### src/rtl/lsu_ctrl.sv
// Load/store unit controller: forwards AGU commands to the DTCM and tracks them in an
// in-order outstanding queue, so each response can be aligned, extended and tagged for write-back.
module lsu_ctrl #(
  parameter int XLEN            = 32,
  parameter int DTCM_ADDR_WIDTH = 16,
  parameter int ITAG_WIDTH      = 2,
  parameter int OUTS_DEPTH      = 2,
  localparam int PTR_W          = $clog2(OUTS_DEPTH),
  localparam int CNT_W          = PTR_W + 1
) (
  input  logic                       clk,
  input  logic                       rst_n,
  input  logic                       agu_cmd_valid,
  output logic                       agu_cmd_ready,
  input  logic [DTCM_ADDR_WIDTH-1:0] agu_cmd_addr,
  input  logic                       agu_cmd_read,
  input  logic [XLEN-1:0]            agu_cmd_wdata,
  input  logic [XLEN/8-1:0]          agu_cmd_wmask,
  input  logic [ITAG_WIDTH-1:0]      agu_cmd_itag,
  input  logic                       agu_cmd_usign,
  input  logic [1:0]                 agu_cmd_size,
  output logic                       dtcm_cmd_valid,
  input  logic                       dtcm_cmd_ready,
  output logic [DTCM_ADDR_WIDTH-1:0] dtcm_cmd_addr,
  output logic                       dtcm_cmd_read,
  output logic [XLEN-1:0]            dtcm_cmd_wdata,
  output logic [XLEN/8-1:0]          dtcm_cmd_wmask,
  input  logic                       dtcm_rsp_valid,
  output logic                       dtcm_rsp_ready,
  input  logic [XLEN-1:0]            dtcm_rsp_rdata,
  input  logic                       dtcm_rsp_err,
  output logic                       lsu_o_valid,
  input  logic                       lsu_o_ready,
  output logic [XLEN-1:0]            lsu_o_wbck_wdat,
  output logic                       lsu_o_wbck_en,
  output logic [ITAG_WIDTH-1:0]      lsu_o_itag,
  output logic                       lsu_o_err,
  output logic                       lsu_o_misalgn,
  output logic                       lsu_busy,
  output logic [CNT_W-1:0]           lsu_outs_cnt
);

  localparam int ENT_W = ITAG_WIDTH + 7;

  logic [ENT_W-1:0] ent_mem_q [OUTS_DEPTH];
  logic [ENT_W-1:0] ent_d;
  logic [PTR_W-1:0] wr_ptr_q, wr_ptr_d, rd_ptr_q, rd_ptr_d;
  logic [CNT_W-1:0] cnt_q, cnt_d;

  logic                  cmd_misalgn, full, empty, push, pop;
  logic [ITAG_WIDTH-1:0] head_itag;
  logic                  head_usign, head_read, head_misalgn;
  logic [1:0]            head_size, head_off;

  function automatic logic [XLEN-1:0] load_extend(input logic [XLEN-1:0] rdata,
                                                  input logic [1:0] size,
                                                  input logic [1:0] off,
                                                  input logic usign);
    logic [7:0]  b;
    logic [15:0] h;
    b = rdata[{off, 3'b000} +: 8];
    h = rdata[{off[1], 4'b0000} +: 16];
    case (size)
      2'b00:   load_extend = {{(XLEN-8){b[7] & ~usign}}, b};
      2'b01:   load_extend = {{(XLEN-16){h[15] & ~usign}}, h};
      default: load_extend = rdata;
    endcase
  endfunction

  always_comb begin
    cmd_misalgn = ((agu_cmd_size == 2'b01) && agu_cmd_addr[0]) ||
                  ((agu_cmd_size == 2'b10) && (agu_cmd_addr[1:0] != 2'b00));
    full  = (cnt_q == CNT_W'(OUTS_DEPTH));
    empty = (cnt_q == '0);

    // A full queue blocks new commands even when the head retires this cycle.
    agu_cmd_ready  = ~full & (cmd_misalgn | dtcm_cmd_ready);
    dtcm_cmd_valid = agu_cmd_valid & ~full & ~cmd_misalgn;
    dtcm_cmd_addr  = agu_cmd_addr;
    dtcm_cmd_read  = agu_cmd_read;
    dtcm_cmd_wdata = agu_cmd_wdata;
    dtcm_cmd_wmask = agu_cmd_wmask;
    push  = agu_cmd_valid & agu_cmd_ready;
    ent_d = {agu_cmd_itag, agu_cmd_usign, agu_cmd_size, agu_cmd_addr[1:0],
             agu_cmd_read, cmd_misalgn};
  end

  always_comb begin
    {head_itag, head_usign, head_size, head_off, head_read, head_misalgn} = ent_mem_q[rd_ptr_q];

    // Misaligned heads retire on their own without consuming a DTCM response.
    lsu_o_valid     = ~empty & (head_misalgn | dtcm_rsp_valid);
    dtcm_rsp_ready  = lsu_o_ready & ~empty & ~head_misalgn;
    lsu_o_err       = dtcm_rsp_err | head_misalgn;
    lsu_o_misalgn   = head_misalgn;
    lsu_o_wbck_en   = head_read & ~lsu_o_err;
    lsu_o_itag      = head_itag;
    lsu_o_wbck_wdat = (head_read && !head_misalgn) ?
                      load_extend(dtcm_rsp_rdata, head_size, head_off, head_usign) : '0;
    pop      = lsu_o_valid & lsu_o_ready;
    lsu_busy     = ~empty;
    lsu_outs_cnt = cnt_q;
  end

  always_comb begin
    wr_ptr_d = push ? wr_ptr_q + 1'b1 : wr_ptr_q;
    rd_ptr_d = pop  ? rd_ptr_q + 1'b1 : rd_ptr_q;
    cnt_d    = cnt_q;
    case ({push, pop})
      2'b10:   cnt_d = cnt_q + 1'b1;
      2'b01:   cnt_d = cnt_q - 1'b1;
      default: cnt_d = cnt_q;
    endcase
  end

  always_ff @(posedge clk or negedge rst_n) begin
    if (!rst_n) begin
      wr_ptr_q <= '0;
      rd_ptr_q <= '0;
      cnt_q    <= '0;
    end else begin
      wr_ptr_q <= wr_ptr_d;
      rd_ptr_q <= rd_ptr_d;
      cnt_q    <= cnt_d;
    end
  end

  // Entry payload is qualified by the count, so it needs no reset.
  always_ff @(posedge clk) begin
    if (push) ent_mem_q[wr_ptr_q] <= ent_d;
  end

endmodule
### config.mk
export PLATFORM = sky130hd
export DESIGN_NAME = lsu_ctrl
export DESIGN_NICKNAME = d
export VERILOG_FILES = /design/src/rtl/lsu_ctrl.sv
export SDC_FILE = /design/constraint.sdc
export NUM_CORES = 1
export LEC_CHECK = 0
export ABC_AREA = 1
export CORE_AREA = 3 3 66 114
export CTS_CLUSTER_SIZE = 28
export DETAILED_ROUTE_END_ITERATION = 7
export DIE_AREA = 0 0 69 117
export GPL_TIMING_DRIVEN = 0
export PLACE_DENSITY_LB_ADDON = 0.2
export SETUP_SLACK_MARGIN = 0.4
export SLEW_MARGIN = 20
export SYNTH_ARGS = -nofsm -noshare
export SYNTH_HDL_FRONTEND = slang
export SYNTH_SLANG_ARGS = --single-unit
### constraint.sdc
create_clock -name clk -period 5.4 [get_ports clk]
set_clock_uncertainty 0.05 [all_clocks]
set_input_delay 1.62 -clock clk [delete_from_list [all_inputs] [get_ports clk]]
set_output_delay 1.62 -clock clk [all_outputs]
set_load 0.01 [all_outputs]
== Word level (Yosys, flattened, before mapping) ==
Memory sizes are Yosys's and may differ from the RTL's.
Index checks and enable logic that the tools add are counted.
Storage, ports and cells
  output and inout port bits: 97
  memories: 1
  input port bits: 97
  memory bits (writable): 18
  register bits: 4
  logic and storage cells: 50
Memories
  ent_mem_q: words 2, width 9, rd ports 1, clocked after memory_dff 0, write ports 1, line 45  | logic [ENT_W-1:0] ent_mem_q [OUTS_DEPTH];
Operators by class
  bitwise logic cells: 20
  equal/unequal tests: 6
  multiplexer cells: 5
  reductions and logical operators: 9
  add/subtract/negate cells: 4
  shift operators: 2
Operator list (count)
  $pmux W32 S2: 1
  $mux W32: 1
  $shiftx A32 B6 Y16: 1
  $shiftx A32 B6 Y8: 1
  $and A1 B1 Y1: 11
  $eq A2 B1 Y1 const B: 3
  $eq A2 B2 Y1 const B: 3
  $not A1 Y1: 6
  $logic_not A2 Y1: 2
  $pmux W2 S2: 1
  $reduce_bool A2 Y1: 2
  $logic_and A1 B1 Y1: 3
  $or A1 B1 Y1: 3
  $add A1 B1 Y1 const B: 2
  $add A2 B1 Y2 const B: 1
  $mux W1: 2
  $sub A2 B1 Y2 const B: 1
  $logic_not A1 Y1: 1
  $logic_or A1 B1 Y1: 1

== Longest topological paths before layout ==
  word-level depth: 8
  depth in mapped cells: 12
  gate-level depth less buffers: 11

== Worst setup path after synthesis ==
Ideal clock, no wire load.
  path type: input-to-output
  from: input dtcm_rsp_rdata[31]
  to: output lsu_o_wbck_wdat[21]
  required time: 3730 ps
  path buffers: 1
  path slack: 1375 ps
  stages: 9
  data arrival time: 2355 ps
  cells stage by stage: nand2_1 nand2_1 nand2_2 nand2_2 nand2_4 nand2_4 nand2_4 buf_12 nor2_4
On the way
  cells in the longest elaborated chain, start to end: 4
  elaborated cells between the ends (all ways): 6
  those cells by class: shift: 2; mux: 2; bitwise: 2
RTL lines
  from (decl): line 30  | input logic [XLEN-1:0] dtcm_rsp_rdata,
  $shiftx A32 B6 Y16 / $shiftx A32 B6 Y8 (equally long branches): line 62, 61
  $and A1 B1 Y1, on equally long branches: line 65, 64
  $pmux W32 S2 *: line 63  | case (size)
  $mux W32 *: line 98  | lsu_o_wbck_wdat = (head_read && !head_misalgn) ?
  to (decl): line 34  | output logic [XLEN-1:0] lsu_o_wbck_wdat,
Every way passes the cells marked *; elsewhere a longest branch is shown, timed or not.

== Worst setup path in the final report ==
  from: input dtcm_rsp_rdata[23]
  to: output lsu_o_wbck_wdat[25]
On the way
  cells in the longest elaborated chain, start to end: 4
RTL lines
  $shiftx A32 B6 Y8: line 61  | b = rdata[{off, 3'b000} +: 8];
  $and A1 B1 Y1: line 64  | 2'b00: load_extend = {{(XLEN-8){b[7] & ~usign}}, b};
  $pmux W32 S2: line 63
  $mux W32: line 98
No other way between the ends.

==> results.sh <==
export IMPL_fp_dieH_um=117
export IMPL_ys_top_cells_by_area="edfxtp_1, buf_4, nand2_1"
export IMPL_period_minus_slack_ns=4.90
export IMPL_crit_arrival_ns=3.23
export IMPL_synth_edff_count=18
export IMPL_drt_iter0_drc=96
export IMPL_cts_hold_buf=0
export IMPL_wl_met3_um=586
export IMPL_layout_drive_gt1_share=0.218
export IMPL_rsz0062_at_grt="false"
export IMPL_clockRootBuffer="clkbuf_16"
export IMPL_status="finished, final reports clean"
export IMPL_drc_errors=0
export IMPL_maxCapViolCount=0
export IMPL_clock_sinks=22
export IMPL_cp_start_kind="input port"
export IMPL_yosysSeqAreaShare=0.279
export IMPL_detailed_place_hpwl_um=6250
export IMPL_gp_congestion=0.847
export IMPL_peakVddDrop_v=0.000260
export IMPL_die_x_um=69
export IMPL_ios=194
export IMPL_fin_nets=558
export IMPL_nFillCells=639
export IMPL_wl_um=7380
export IMPL_detail_route_antenna_nets=0
export IMPL_async_reset_ff_frac=0.182
export IMPL_slew_headroom=0.483
export IMPL_cts_tree="yes"
export IMPL_wl_met1_um=2650
export IMPL_slew_viol_final=0
export IMPL_die_area_mm2=0.00807
export IMPL_start_util=0.346
export IMPL_cp_max_fo=10
export IMPL_yosys_area_top_type="edfxtp_1"
export IMPL_worst_hold_path_type="flip-flop to flip-flop"
export IMPL_synth_avg_cell_area_um2=7.36
export IMPL_gr_usage_all_layers=0.166
export IMPL_multi_input_comb_area_mm2=0.00103
export IMPL_yosysWarnings=0
export IMPL_hold_viol=0
export IMPL_critical_path_class="input port to primary output"
export IMPL_max_freq_mhz=204
export IMPL_instances_no_fill=541
export IMPL_clk_latency_ns=0.25
export IMPL_cp_required_ns=3.73
export IMPL_numCtsBuffers=3
export IMPL_synth_top_cell_area_share=0.235
export IMPL_worst_setup_path_end_kind="primary output"
export IMPL_min_from="wr_ptr_q"
export IMPL_r2r_start="rd_ptr_q"
export IMPL_clk_pin_slew_ns=0.05
export IMPL_numPortBuffers=143
export IMPL_htreeDepth=1
export IMPL_overflow=0
export IMPL_synth_most_common_cell="nand2_1"
export IMPL_leakagePower_uw=0.00192
export IMPL_syn2layout_area_growth_pct=69.9
export IMPL_num_rows=39
export IMPL_ys_seq_elements=22
export IMPL_synth_cell_type_count=29
export IMPL_grt_pass1_wl_um=10900
export IMPL_netlist_area_mm2=0.00230
export IMPL_top_layer="met4"
export IMPL_startpoint="dtcm_rsp_rdata[23]"
export IMPL_ys_flop_type="edfxtp_1"
export IMPL_n_antenna_cell=0
export IMPL_post_route_period_util=0.907
export IMPL_clk_path_buf_depth=2
export IMPL_num_vias=2445
export IMPL_seq_area_um2=641
export IMPL_firstDrtPassIters=4
export IMPL_antenna_found_initial=0
export IMPL_dp_cells=537
export IMPL_core_area_mm2=0.00664
export IMPL_ys_top_cells_by_count="nand2_1, buf_4, o21ai_0"
export IMPL_grt_pass1_vias=2351
export IMPL_tightest_slew_ns=0.772
export IMPL_syn_num_nets=410
export IMPL_p_per_area_mw_per_mm2=389
export IMPL_viasPerCell=4.52
export IMPL_setup_viol=0
export IMPL_met2_length_um=4110
export IMPL_synth_cells=312
export IMPL_routedWlPerCell_um=13.6
export IMPL_finalSetupTns_ns=0
export IMPL_grt_start_max_net_pins=13
## cells by family (layout without fill, tap and decap cells)
family	count (synthesis)	count (layout)	synth area share
mux	1	1	0.00436
simple gates	122	122	0.275
flops	22	22	0.279
compound gates	63	63	0.149
buf+inv	100	247	0.276
fa+ha+maj	1	1	0.00545
xor+xnor	3	3	0.0114
## what timing repair did
action                     in CTS  in global routing
pin swaps                       0                  0
setup endpoints to repair      19                 19
buffers inserted                0                  0
resized for setup              20                 23
## metal layers
layer,global-route usage,vias up
met5,0,-
met4,0.0430,0
met3,0.0402,2
met2,0.329,117
met1,0.171,1083
li1,-,1243
## cell usage in the layout (no fill, tap or decap), types with 2 or more instances in the layout
| cell type | count |
|---|---|
| nor2_4 | 10 |
| clkbuf_2 | 5 |
| nand2_1 | 63 |
| dlygate4sd2_1 | 10 |
| nand2_4 | 8 |
| clkdlybuf4s50_1 | 117 |
| o21ai_0 | 42 |
| nor2_1 | 29 |
| xor2_1 | 2 |
| dlymetal6s2s_1 | 8 |
| buf_2 | 4 |
| inv_1 | 34 |
| a21oi_1 | 9 |
| o211ai_1 | 3 |
| or2_2 | 4 |
| clkbuf_16 | 3 |
| buf_4 | 53 |
| a211oi_1 | 7 |
| clkbuf_1 | 3 |
| nand2_2 | 5 |
| dfrtp_1 | 4 |
| edfxtp_1 | 18 |
| clkdlybuf4s15_1 | 3 |
## sequential cells by signal (all words and copies together), names as in the netlist
signal	flops
ent_mem_q	18
wr_ptr_q	1
lsu_outs_cnt	2
rd_ptr_q	1
## layout make-up
class                      count  area share
timing repair buffer         143       0.363
multi-input combinational    190       0.264
sequential                    22       0.164
buffer                        64       0.127
inverter                      36      0.0353
tap                           82      0.0263
clock buffer                   3      0.0192
clock inverter                 1    0.000962
## final timing paths
check	to	slack (ns)	depth (start not counted)
worst max-delay path	lsu_o_wbck_wdat[25]	0.50	11
worst min-delay path	wr_ptr_q	0.47	2
worst max register to register	lsu_outs_cnt[1]	3.33	10
worst min register to register	wr_ptr_q	0.47	2
max in group asynchronous	rd_ptr_q	3.60	1
min in group asynchronous	lsu_outs_cnt[1]	1.53	1
## power breakdown
group	internal, µW	leakage [µW]	total (µW)	switching, µW
registers	226	0.000212	245	19.2
clock network	98.5	0.0000385	149	51.0
logic	502	0.00167	1120	619
## critical path, stage by stage
cell and delay (ns):
clkdlybuf4s50_1 0.51, nand2_1 0.07, nand2_1 0.08, nand2_1 0.07, nand2_2 0.09, nand2_4 0.10
nand2_4 0.10, nand2_4 0.09, buf_12 0.17, nor2_4 0.07, dlygate4sd2_1 0.26
## metrics by stage
step	util	hold slack [ns]	power, µW	area [µm²]	setup slack (ns)
detailed placement	0.577	0.469	1420	3830	0.180
floorplan	-	0.435	945	2300	1.38
CTS	0.586	0.482	1540	3890	0.400
global route	0.588	0.524	1640	3900	0.404
finish	0.588	0.475	1520	3900	0.500
global placement	0.577	0.452	1400	3830	0.220
(Power assumes the default switching activity.)
